$ cat src/rtl/lcd_fetch.sv
// ---------------------------------------------------------------------------
// lcd_fetch
//
// Walks the character screen of an LCD controller and turns every cell into
// one row of pixels. One memory access happens per lcd_slot. A cell costs
// three slots: attribute address, font address, then font capture. The
// font-capture slot also presents the next cell's character address.
//
// Memory handshake: lcd_addr is registered and changes only on a cycle with
// lcd_slot=1. ext_rdata must carry the byte for the address that was on
// lcd_addr before that slot edge. Nothing moves on cycles without a slot.
// pix_valid and frame_start are the exception: they are single-clk pulses
// and drop on the next clk whether or not it is a slot.
//
// Ports
//   clk          50MHz master clock, the only clock
//   res_n        asynchronous active-low reset
//   lcd_slot     this clk is an LCD memory slot
//   lcd_on       display enable; low on any slot forces IDLE
//   lcd_pb0..3   font base registers (Lores0, Lores1, Hires0, Hires1)
//   lcd_sbr      screen base register, latched at frame start
//   t_1s, t_5ms  flash and grey timebases
//   ext_rdata    read data for the previously presented address
//   lcd_addr     22-bit physical fetch address
//   pix_data     cell pixels, MSB leftmost, unused bits zero
//   pix_width    0 = 6 pixels, 1 = 8 pixels
//   pix_valid    one-clk strobe qualifying pix_data/pix_width/pix_line/pix_col
//   pix_line     pixel line (0..63) of the emitted cell
//   pix_col      cell index within the line
//   frame_start  one-clk pulse with the first character address of a frame
//   fsm_state    debug view of the fetch state
// ---------------------------------------------------------------------------
module lcd_fetch (
  input  logic        clk,
  input  logic        res_n,
  input  logic        lcd_slot,
  input  logic        lcd_on,
  input  logic [12:0] lcd_pb0,
  input  logic [9:0]  lcd_pb1,
  input  logic [8:0]  lcd_pb2,
  input  logic [10:0] lcd_pb3,
  input  logic [10:0] lcd_sbr,
  input  logic        t_1s,
  input  logic        t_5ms,
  input  logic [7:0]  ext_rdata,
  output logic [21:0] lcd_addr,
  output logic [7:0]  pix_data,
  output logic        pix_width,
  output logic        pix_valid,
  output logic [5:0]  pix_line,
  output logic [6:0]  pix_col,
  output logic        frame_start,
  output logic [2:0]  fsm_state
);

  typedef enum logic [2:0] {
    S_IDLE  = 3'd0,
    S_A_CHR = 3'd1,
    S_A_ATR = 3'd2,
    S_A_FNT = 3'd3,
    S_C_FNT = 3'd4
  } state_t;

  localparam logic [9:0] LINE_PX = 10'd640;

  state_t      state_q, state_d;

  logic [21:0] addr_q,        addr_d;
  logic [10:0] sbr_q,         sbr_d;
  logic [5:0]  line_q,        line_d;
  logic [6:0]  col_q,         col_d;
  logic [9:0]  px_q,          px_d;
  logic [7:0]  chr_q,         chr_d;
  logic [5:0]  atr_q,         atr_d;
  logic [7:0]  pix_data_q,    pix_data_d;
  logic        pix_width_q,   pix_width_d;
  logic        pix_valid_q,   pix_valid_d;
  logic [5:0]  pix_line_q,    pix_line_d;
  logic [6:0]  pix_col_q,     pix_col_d;
  logic        frame_start_q, frame_start_d;

  // Character address of cell (line, col): eight pixel lines share one
  // 256-byte row of char/attr pairs.
  function automatic logic [21:0] chr_addr(input logic [10:0] sbr,
                                           input logic [5:0]  line,
                                           input logic [6:0]  col);
    return {sbr, 11'b0} + {11'b0, line[5:3], 8'b0} + {14'b0, col, 1'b0};
  endfunction

  // -------------------------------------------------------------------------
  // State register
  // -------------------------------------------------------------------------
  always_ff @(posedge clk or negedge res_n) begin
    if (!res_n) state_q <= S_IDLE;
    else        state_q <= state_d;
  end

  // -------------------------------------------------------------------------
  // Next-state logic
  // -------------------------------------------------------------------------
  always_comb begin
    state_d = state_q;
    if (lcd_slot) begin
      if (!lcd_on) begin
        state_d = S_IDLE;
      end else begin
        unique case (state_q)
          S_IDLE:  state_d = S_A_CHR;
          S_A_CHR: state_d = S_A_ATR;
          S_A_ATR: state_d = S_A_FNT;
          S_A_FNT: state_d = S_C_FNT;
          // C_FNT already presented the next char address, so skip A_CHR.
          S_C_FNT: state_d = S_A_ATR;
          default: state_d = S_IDLE;
        endcase
      end
    end
  end

  // -------------------------------------------------------------------------
  // Font address. The attribute byte arrives on ext_rdata in the same slot
  // that must present the font address, so decode straight from ext_rdata.
  // -------------------------------------------------------------------------
  logic [8:0]  code;
  logic [9:0]  code_ext;
  logic [2:0]  font_l;
  logic [8:0]  off_lo0;
  logic [9:0]  off_hi1;
  logic [21:0] font_addr;

  always_comb begin
    code      = {ext_rdata[0], chr_q};
    code_ext  = {1'b0, code};
    font_l    = line_q[2:0];
    off_lo0   = 9'd0;
    off_hi1   = 10'd0;
    font_addr = 22'd0;
    if (ext_rdata[5]) begin
      // A 9-bit code never reaches 0x300. The Hires1 window is still decoded
      // so the address map stays complete if the code widens.
      if (code_ext < 10'h300) begin
        font_addr = {lcd_pb2, 13'b0} + {10'b0, code, 3'b0} + {19'b0, font_l};
      end else begin
        off_hi1   = code_ext - 10'h300;
        font_addr = {lcd_pb3, 11'b0} + {9'b0, off_hi1, 3'b0} + {19'b0, font_l};
      end
    end else begin
      if (code < 9'h1C0) begin
        font_addr = {lcd_pb1, 12'b0} + {10'b0, code, 3'b0} + {19'b0, font_l};
      end else begin
        off_lo0   = code - 9'h1C0;
        font_addr = {lcd_pb0, 9'b0} + {10'b0, off_lo0, 3'b0} + {19'b0, font_l};
      end
    end
  end

  // -------------------------------------------------------------------------
  // Pixel formation for the cell whose font byte is on ext_rdata. The
  // modifiers apply in a fixed order: underline, reverse, flash, grey.
  // -------------------------------------------------------------------------
  logic       a_und, a_gry, a_fls, a_rev, a_hrs;
  logic [7:0] used_mask;
  logic [7:0] pix_next;

  always_comb begin
    a_und     = atr_q[1];
    a_gry     = atr_q[2];
    a_fls     = atr_q[3];
    a_rev     = atr_q[4];
    a_hrs     = atr_q[5];
    used_mask = a_hrs ? 8'hFF : 8'hFC;
    pix_next  = a_hrs ? ext_rdata : {ext_rdata[5:0], 2'b00};
    if (a_und && !a_hrs && (line_q[2:0] == 3'd7)) pix_next = 8'hFC;
    if (a_rev)                                     pix_next = pix_next ^ used_mask;
    if (a_fls && !t_1s)                            pix_next = 8'h00;
    if (a_gry && t_5ms)                            pix_next = 8'h00;
    pix_next = pix_next & used_mask;
  end

  // -------------------------------------------------------------------------
  // Cell advance: where the next cell sits once the current one is emitted.
  // -------------------------------------------------------------------------
  logic [9:0]  px_sum;
  logic        eol;
  logic        eof;
  logic [5:0]  nxt_line;
  logic [6:0]  nxt_col;
  logic [9:0]  nxt_px;
  logic [10:0] nxt_sbr;

  always_comb begin
    px_sum   = px_q + (a_hrs ? 10'd8 : 10'd6);
    eol      = (px_sum >= LINE_PX) || (col_q == 7'd127);
    eof      = eol && (line_q == 6'd63);
    nxt_line = line_q;
    nxt_col  = col_q + 7'd1;
    nxt_px   = px_sum;
    nxt_sbr  = sbr_q;
    if (eol) begin
      nxt_col  = 7'd0;
      nxt_px   = 10'd0;
      nxt_line = line_q + 6'd1;
      if (eof) begin
        nxt_line = 6'd0;
        nxt_sbr  = lcd_sbr;
      end
    end
  end

  // -------------------------------------------------------------------------
  // Output / datapath logic
  // -------------------------------------------------------------------------
  always_comb begin
    addr_d        = addr_q;
    sbr_d         = sbr_q;
    line_d        = line_q;
    col_d         = col_q;
    px_d          = px_q;
    chr_d         = chr_q;
    atr_d         = atr_q;
    pix_data_d    = pix_data_q;
    pix_width_d   = pix_width_q;
    pix_line_d    = pix_line_q;
    pix_col_d     = pix_col_q;
    pix_valid_d   = 1'b0;
    frame_start_d = 1'b0;

    if (lcd_slot) begin
      if (!lcd_on) begin
        // Any partially fetched cell is simply dropped.
        addr_d = 22'd0;
      end else begin
        unique case (state_q)
          S_IDLE: begin
            addr_d = 22'd0;
            sbr_d  = lcd_sbr;
            line_d = 6'd0;
            col_d  = 7'd0;
            px_d   = 10'd0;
          end
          S_A_CHR: begin
            addr_d = chr_addr(sbr_q, line_q, col_q);
          end
          S_A_ATR: begin
            chr_d  = ext_rdata;
            addr_d = addr_q + 22'd1;
          end
          S_A_FNT: begin
            atr_d  = ext_rdata[5:0];
            addr_d = font_addr;
          end
          S_C_FNT: begin
            pix_data_d    = pix_next;
            pix_width_d   = a_hrs;
            pix_line_d    = line_q;
            pix_col_d     = col_q;
            pix_valid_d   = 1'b1;
            line_d        = nxt_line;
            col_d         = nxt_col;
            px_d          = nxt_px;
            sbr_d         = nxt_sbr;
            frame_start_d = eof;
            addr_d        = chr_addr(nxt_sbr, nxt_line, nxt_col);
          end
          default: begin
            addr_d = 22'd0;
          end
        endcase
      end
    end
  end

  always_ff @(posedge clk or negedge res_n) begin
    if (!res_n) begin
      addr_q        <= 22'd0;
      sbr_q         <= 11'd0;
      line_q        <= 6'd0;
      col_q         <= 7'd0;
      px_q          <= 10'd0;
      chr_q         <= 8'd0;
      atr_q         <= 6'd0;
      pix_data_q    <= 8'd0;
      pix_width_q   <= 1'b0;
      pix_valid_q   <= 1'b0;
      pix_line_q    <= 6'd0;
      pix_col_q     <= 7'd0;
      frame_start_q <= 1'b0;
    end else begin
      addr_q        <= addr_d;
      sbr_q         <= sbr_d;
      line_q        <= line_d;
      col_q         <= col_d;
      px_q          <= px_d;
      chr_q         <= chr_d;
      atr_q         <= atr_d;
      pix_data_q    <= pix_data_d;
      pix_width_q   <= pix_width_d;
      pix_valid_q   <= pix_valid_d;
      pix_line_q    <= pix_line_d;
      pix_col_q     <= pix_col_d;
      frame_start_q <= frame_start_d;
    end
  end

  assign lcd_addr    = addr_q;
  assign pix_data    = pix_data_q;
  assign pix_width   = pix_width_q;
  assign pix_valid   = pix_valid_q;
  assign pix_line    = pix_line_q;
  assign pix_col     = pix_col_q;
  assign frame_start = frame_start_q;
  assign fsm_state   = state_q;

endmodule

$ cat config.mk
export PLATFORM = sky130hd
export DESIGN_NAME = lcd_fetch
export DESIGN_NICKNAME = d
export VERILOG_FILES = /design/src/rtl/lcd_fetch.sv
export SDC_FILE = /design/constraint.sdc
export NUM_CORES = 1
export LEC_CHECK = 0
export CORE_MARGIN = 2
export CORE_UTILIZATION = 25
export DETAILED_ROUTE_END_ITERATION = 6
export PLACE_DENSITY = 0.54
export REMOVE_ABC_BUFFERS = 1
export SLEW_MARGIN = 20
export SYNTH_ARGS = -nofsm -noshare
export SYNTH_HDL_FRONTEND = slang
export SYNTH_SLANG_ARGS = --single-unit
$ cat constraint.sdc
create_clock -name clk -period 7.5 [get_ports clk]
set_clock_uncertainty 0.1 [all_clocks]
set_input_delay 1.125 -clock clk [delete_from_list [all_inputs] [get_ports clk]]
set_output_delay 1.125 -clock clk [all_outputs]
set_load 0.01 [all_outputs]
==> results of run 1 <==
==> final cells by class <==
| type | count | area (um2) | share of cell area [%] |
|---|---|---|---|
| Multi-Input combinational cell | 481 | 3236 | 43.74 |
| Sequential cell | 95 | 2377 | 32.14 |
| Timing Repair Buffer | 111 | 1094 | 14.78 |
| Tap cell | 285 | 356.6 | 4.821 |
| Clock buffer | 10 | 229.0 | 3.095 |
| Clock inverter | 6 | 52.55 | 0.7104 |
| Inverter | 14 | 52.55 | 0.7104 |
==> kinds of logic (layout without fill, tap and decap cells) <==
logic type               after synthesis  count (layout)  share of synthesized area, %
adder cells (fa/ha/maj)               13              13                         3.054
XOR/XNOR                              35              35                         5.270
AO/OA/AOI/OAI                        172             172                         20.71
AND/OR/NAND/NOR                      220             220                         18.22
flip-flops                            95              95                         40.87
buffers and inverters                 49             141                         3.592
multiplexers                          41              41                         8.281
==> worst max path at each step <==
stage,slack [ns],cells past startpoint,end
floorplan,4.10,7,px_q[5]
global placement,3.15,10,px_q[9]
detailed placement,3.08,10,px_q[5]
CTS,3.34,10,sbr_q[0]
global route,3.11,10,sbr_q[0]
finish,3.35,10,sbr_q[0]
==> layer usage <==
metal / wire [um] / track usage (%) / vias to the layer above
li1: - / - / 2455
met1: 9045 / 22.50 / 2443
met3: 968 / 2.077 / 23
met5: 0 / 0 / -
met4: 387 / 5.199 / 0
met2: 8204 / 23.10 / 156
==> where the power goes <==
group	internal (mW)	leakage (nW)	total (mW)	switching (mW)
clock	0.231	0.132	0.450	0.219
combinational	0.194	1.66	0.383	0.189
sequential	0.580	1.28	0.660	0.0799
==> registers in the layout (all words and copies together) (netlist names) <==
name and count:
lcd_addr 22, sbr_q 11, px_q 9, chr_q 8
pix_data 8, col_q 7, pix_col 7, line_q 6
pix_line 6, atr_q 5, fsm_state 3, frame_start 1
pix_valid 1, pix_width 1
==> worst max-delay path: cells and delay by family, from the launching register on <==
family | cells | cell delay [ns]
flip-flops | 1 | 0.53
adder cells (fa/ha/maj) | 2 | 0.49
AND/OR/NAND/NOR | 2 | 0.48
buffers and inverters | 2 | 0.38
AO/OA/AOI/OAI | 3 | 1.65
multiplexers | 1 | 0.41
==> synthesized netlist by cell type (3+ instances only) <==
cell / count
and4_1: 3
nand2_1: 96
and3_1: 11
clkbuf_1: 25
nor3_1: 5
nand3_1: 22
a221oi_1: 7
xnor2_1: 21
nor2b_1: 5
o21ai_0: 55
o31ai_1: 6
ha_1: 11
a21oi_1: 20
dfrtp_1: 95
mux2_2: 17
nand2b_1: 6
inv_1: 12
xor2_1: 14
buf_6: 3
nor2_1: 41
a31oi_1: 13
mux2i_1: 14
a22oi_1: 11
buf_1: 5
mux2_4: 10
a22o_1: 15
a32oi_1: 3
a21o_1: 4
a221o_1: 7
and2_1: 6
nand4_1: 8
==> metrics by stage <==
stage | power [mW] | cell area (um2)
after floorplan | 0.8862 | 5660
after global placement | 1.052 | 7111
after detailed placement | 1.053 | 7111
after CTS | 1.510 | 7392
after global routing | 1.585 | 7397
final | 1.493 | 7397
==> flow_summary.json, run 1 <==
{
  "slew_violations": 0,
  "hold_viol_final": 0,
  "hold_path_class": "flip-flop to flip-flop",
  "critPathSlowestCell": "a21oi_2",
  "worst_pin_slew_ns": 1.042,
  "ios": 117,
  "synth.distinct_cells": 72,
  "ys_async_sr_fraction_pct": 100.0,
  "power_leakage_nw": 3.067,
  "pre_cts_ws_ns": 3.077,
  "cp_max_fo": 15,
  "grt_antenna_before_repair": 0,
  "synth-seq-cells": 95,
  "hpwlAfterDp_um": 13410,
  "cts_setup_buffers": 0,
  "ctsResizeCount": 0,
  "clock_path_buffers": 2,
  "setup_ws_ns": 3.349,
  "drt-total-wl_um": 18610,
  "min_period_over_period_pct": 55.35,
  "grt_usage_pct": 15.34,
  "crit_path_end_kind": "flip-flop",
  "ant_nets": 0,
  "h-tree-depth": 3,
  "r2r-start": "atr_q[5]",
  "dr.first_iter.drc_count": 378,
  "grt_pass1_vias": 4869,
  "fmax_mhz": 240.9,
  "ys_dominant_reg_cell": "dfrtp_1",
  "initial_core_util_pct": 25.61,
  "path_cells": "inv_1 -> ha_1 -> fa_1 -> a21o_1 -> nand2b_4 -> or3_4 -> a31oi_4 -> inv_2 -> a21oi_2 -> mux2_2",
  "die_y_um": 156.5,
  "synth_area_leaders": "dfrtp_1, nand2_1, o21ai_0",
  "port_buffers": 105,
  "drv_cap": 0,
  "layout_common_cells": "clkdlybuf4s50_1, nand2_1, dfrtp_1",
  "setup_viol": 0,
  "min_period_ns": 4.151,
  "dpl.cell_count": 986,
  "r2r_end": "sbr_q[0]",
  "clkSinkCount": 95,
  "core_um2": 22710,
  "nNetsFinal": 793,
  "synthCells": 625,
  "syn2layout_area_growth_pct": 27.17,
  "wl_per_cell_um": 18.57,
  "p_per_area_nw_per_um2": 201.8,
  "viasPerCell": 5.067,
  "synth_seq_area_share_pct": 40.87,
  "synth_area_leader_cell": "dfrtp_1",
  "rr_worst_depth": 10,
  "min_from": "pix_data[0]",
  "synth.avg_cell_area_um2": 9.307,
  "synth_edf_count": 0,
  "numCtsBuffers": 9,
  "min_to": "pix_data[0]",
  "worstPathRequired_ns": 7.64,
  "place_congestion": 0.8063,
  "worst-setup-path-type": "flip-flop to flip-flop",
  "status": "complete, no violations",
  "dieArea_um2": 24500,
  "synth_area_um2": 5817,
  "hold_slack_ns": 0.3880,
  "yosys.area.top_type_share_pct": 40.87,
  "grt_pass1_wl_um": 28890,
  "grt_max_degree": 53,
  "drc": 0,
  "final.setup.tns_ns": 0,
  "slew_headroom_pct": 30.54,
  "die_w_um": 156.5,
  "ctsHoldBuffers": 0,
  "setup.worst_path.start_class": "flip-flop",
  "root_buffer": "clkbuf_16",
  "instances_no_fill": 1002,
  "yosysWarnings": 0,
  "diodes": 0,
  "ir_drop_v": 0.0001013,
  "startpoint": "atr_q[5]",
  "cts_tree": "built",
  "worstPathArrival_ns": 4.29,
  "vias": 5077,
  "drive_gt1_share_pct": 9.344,
  "final_common_cell": "clkdlybuf4s50_1",
  "final_util_pct": 32.57,
  "r2r_slack_ns": 3.35,
  "rows": 55,
  "cpPeakStageDelay_ns": 0.82,
  "rsz0062_at_grt": "false",
  "hold_depth": 2,
  "overflow": 0,
  "fillers": 2355,
  "worstSkewPairLatency_ns": 0.35,
  "dr.pass1.iters": 5,
  "clk_pin_slew_ns": 0.07
}
Note: power is estimated with default switching activity, not from simulation.
==> run 2, diff against run 1 <==
==> constraint.sdc (replaced) <==
create_clock -name clk -period 3.9 [get_ports clk]
set_clock_uncertainty 0.1 [all_clocks]
set_input_delay 0.585 -clock clk [delete_from_list [all_inputs] [get_ports clk]]
set_output_delay 0.585 -clock clk [all_outputs]
set_load 0.01 [all_outputs]
==> flow_summary.json, run 2 (synthesis results as in run 1) <==
{
  "status": "complete, no violations",
  "final_common_cell": "clkdlybuf4s50_1",
  "h-tree-depth": 3,
  "worst_pin_slew_ns": 0.8506,
  "critPathSlowestCell": "dfrtp_1",
  "critPathTopFamily": "compound AO/OA/AOI/OAI gates",
  "drive_gt1_share_pct": 10.85,
  "cpPeakStageDelay_ns": 0.52,
  "worstSkewPairLatency_ns": 0.36,
  "fillers": 2351,
  "ios": 117,
  "rsz0062_at_grt": "false",
  "setup.worst_path.start_class": "flip-flop",
  "crit_path_end_kind": "flip-flop",
  "numCtsBuffers": 9,
  "dr.first_iter.drc_count": 378,
  "worstPathArrival_ns": 3.43,
  "ctsResizeCount": 0,
  "worst-setup-path-type": "flip-flop to flip-flop",
  "viasPerCell": 5.023,
  "place_congestion": 0.8195,
  "initial_core_util_pct": 25.61,
  "hold_viol_final": 0,
  "clk_pin_slew_ns": 0.07,
  "final.setup.tns_ns": 0,
  "wl_met3_um": 983,
  "fin_area_um2": 7498,
  "grt_max_degree": 78,
  "vias": 5088,
  "core_um2": 22710,
  "grt_pass1_vias": 5112,
  "multi_input_area_um2": 3233,
  "largest_reg_flops": 22,
  "diodes": 0,
  "path_cells": "inv_1 -> ha_1 -> fa_1 -> a21o_1 -> nand2b_4 -> or3_4 -> a31oi_4 -> buf_4 -> mux2_2 -> a221o_1",
  "port_buffers": 105,
  "ir_drop_v": 0.0001997,
  "final_util_pct": 33.02,
  "grt_antenna_before_repair": 0,
  "p_per_area_nw_per_um2": 391.0,
  "rows": 55,
  "total_power_mw": 2.932,
  "slew_violations": 0,
  "path_buf_inv": 2,
  "dr.pass1.iters": 5,
  "m1WireLength_um": 8898,
  "startpoint": "atr_q[5]",
  "root_buffer": "clkbuf_16",
  "hpwlAfterDp_um": 13650,
  "drc": 0,
  "cts_setup_buffers": 0,
  "min_period_over_period_pct": 84.39,
  "clkSinkCount": 95,
  "setup_viol": 0,
  "layout_common_cells": "clkdlybuf4s50_1, nand2_1, dfrtp_1",
  "wl_per_cell_um": 18.46,
  "ctsHoldBuffers": 0,
  "route.met2.wl_um": 8519,
  "dieArea_um2": 24500,
  "cts_tree": "built",
  "fmax_mhz": 303.9,
  "slew_headroom_pct": 43.18,
  "postPlaceCellArea_um2": 7193,
  "clock_path_buffers": 2,
  "nNetsFinal": 804,
  "ant_nets": 0,
  "top_layer": "met4",
  "hold_path_class": "input port to asynchronous set/reset pin",
  "cp_max_fo": 15,
  "power_leakage_nw": 3.138,
  "hold_slack_ns": 0.1412,
  "drv_cap": 0,
  "worstPathRequired_ns": 4.04,
  "syn2layout_area_growth_pct": 28.91,
  "ff_latch_area_um2": 2377,
  "drt-total-wl_um": 18700,
  "grt_pass1_wl_um": 29220,
  "die_w_um": 156.5,
  "overflow": 0,
  "min_period_ns": 3.291,
  "grt_usage_pct": 15.54,
  "r2r-start": "atr_q[5]",
  "die_y_um": 156.5
}
-- run 2: cell count changes in the layout (fill, tap and decap cells not counted) --
cell        delta
clkbuf_1       -1
inv_6          -2
clkinvlp_4     -1
buf_6          +1
nor3_1         +1
buf_4         +10
clkinv_4       +2
clkinv_2       +2
bufinv_16      +1
nor3_2         -1
nor2_1         -1
inv_8          -1
nor2_2         +1
-- run 2: final timing paths --
| path | end | slack, ns | cells past startpoint |
|---|---|---|---|
| max | lcd_addr[15] | 0.61 | 10 |
| min | sbr_q[8] | 0.14 | 1 |
| max reg2reg | lcd_addr[15] | 0.61 | 10 |
| min reg2reg | pix_data[0] | 0.39 | 2 |
| max in group asynchronous | pix_data[6] | 2.79 | 2 |
| min in group clk | pix_data[0] | 0.39 | 2 |
-- run 2: power breakdown --
group,total [mW],leakage [nW],switching (mW),internal [mW]
logic,0.748,1.71,0.367,0.381
clock network,0.911,0.145,0.412,0.499
registers,1.27,1.28,0.157,1.12
-- run 2: routing by layer --
metal  vias to the layer above  track usage, %
li1                       2478               -
met2                       129           23.89
met5                         -               0
met3                        16           3.185
met1                      2465           22.00
met4                         0           4.587
-- run 2: per-stage QoR --
| step | setup slack [ns] | instances |
|---|---|---|
| floorplan | 0.5029 | 590 |
| global placement | 0.6435 | 997 |
| detailed placement | 0.6105 | 997 |
| CTS | 0.5974 | 1013 |
| global route | 0.3753 | 1013 |
| finish | 0.6089 | 1013 |
-- run 2: area by class of cell --
cell class	instances	share of cell area (%)
multi-input cells	481	43.12
flip-flops and latches	95	31.70
inverters	14	0.7008
clock inverters	7	0.9845
clock buffers	9	3.004
well taps	285	4.756
repair buffers	122	15.74
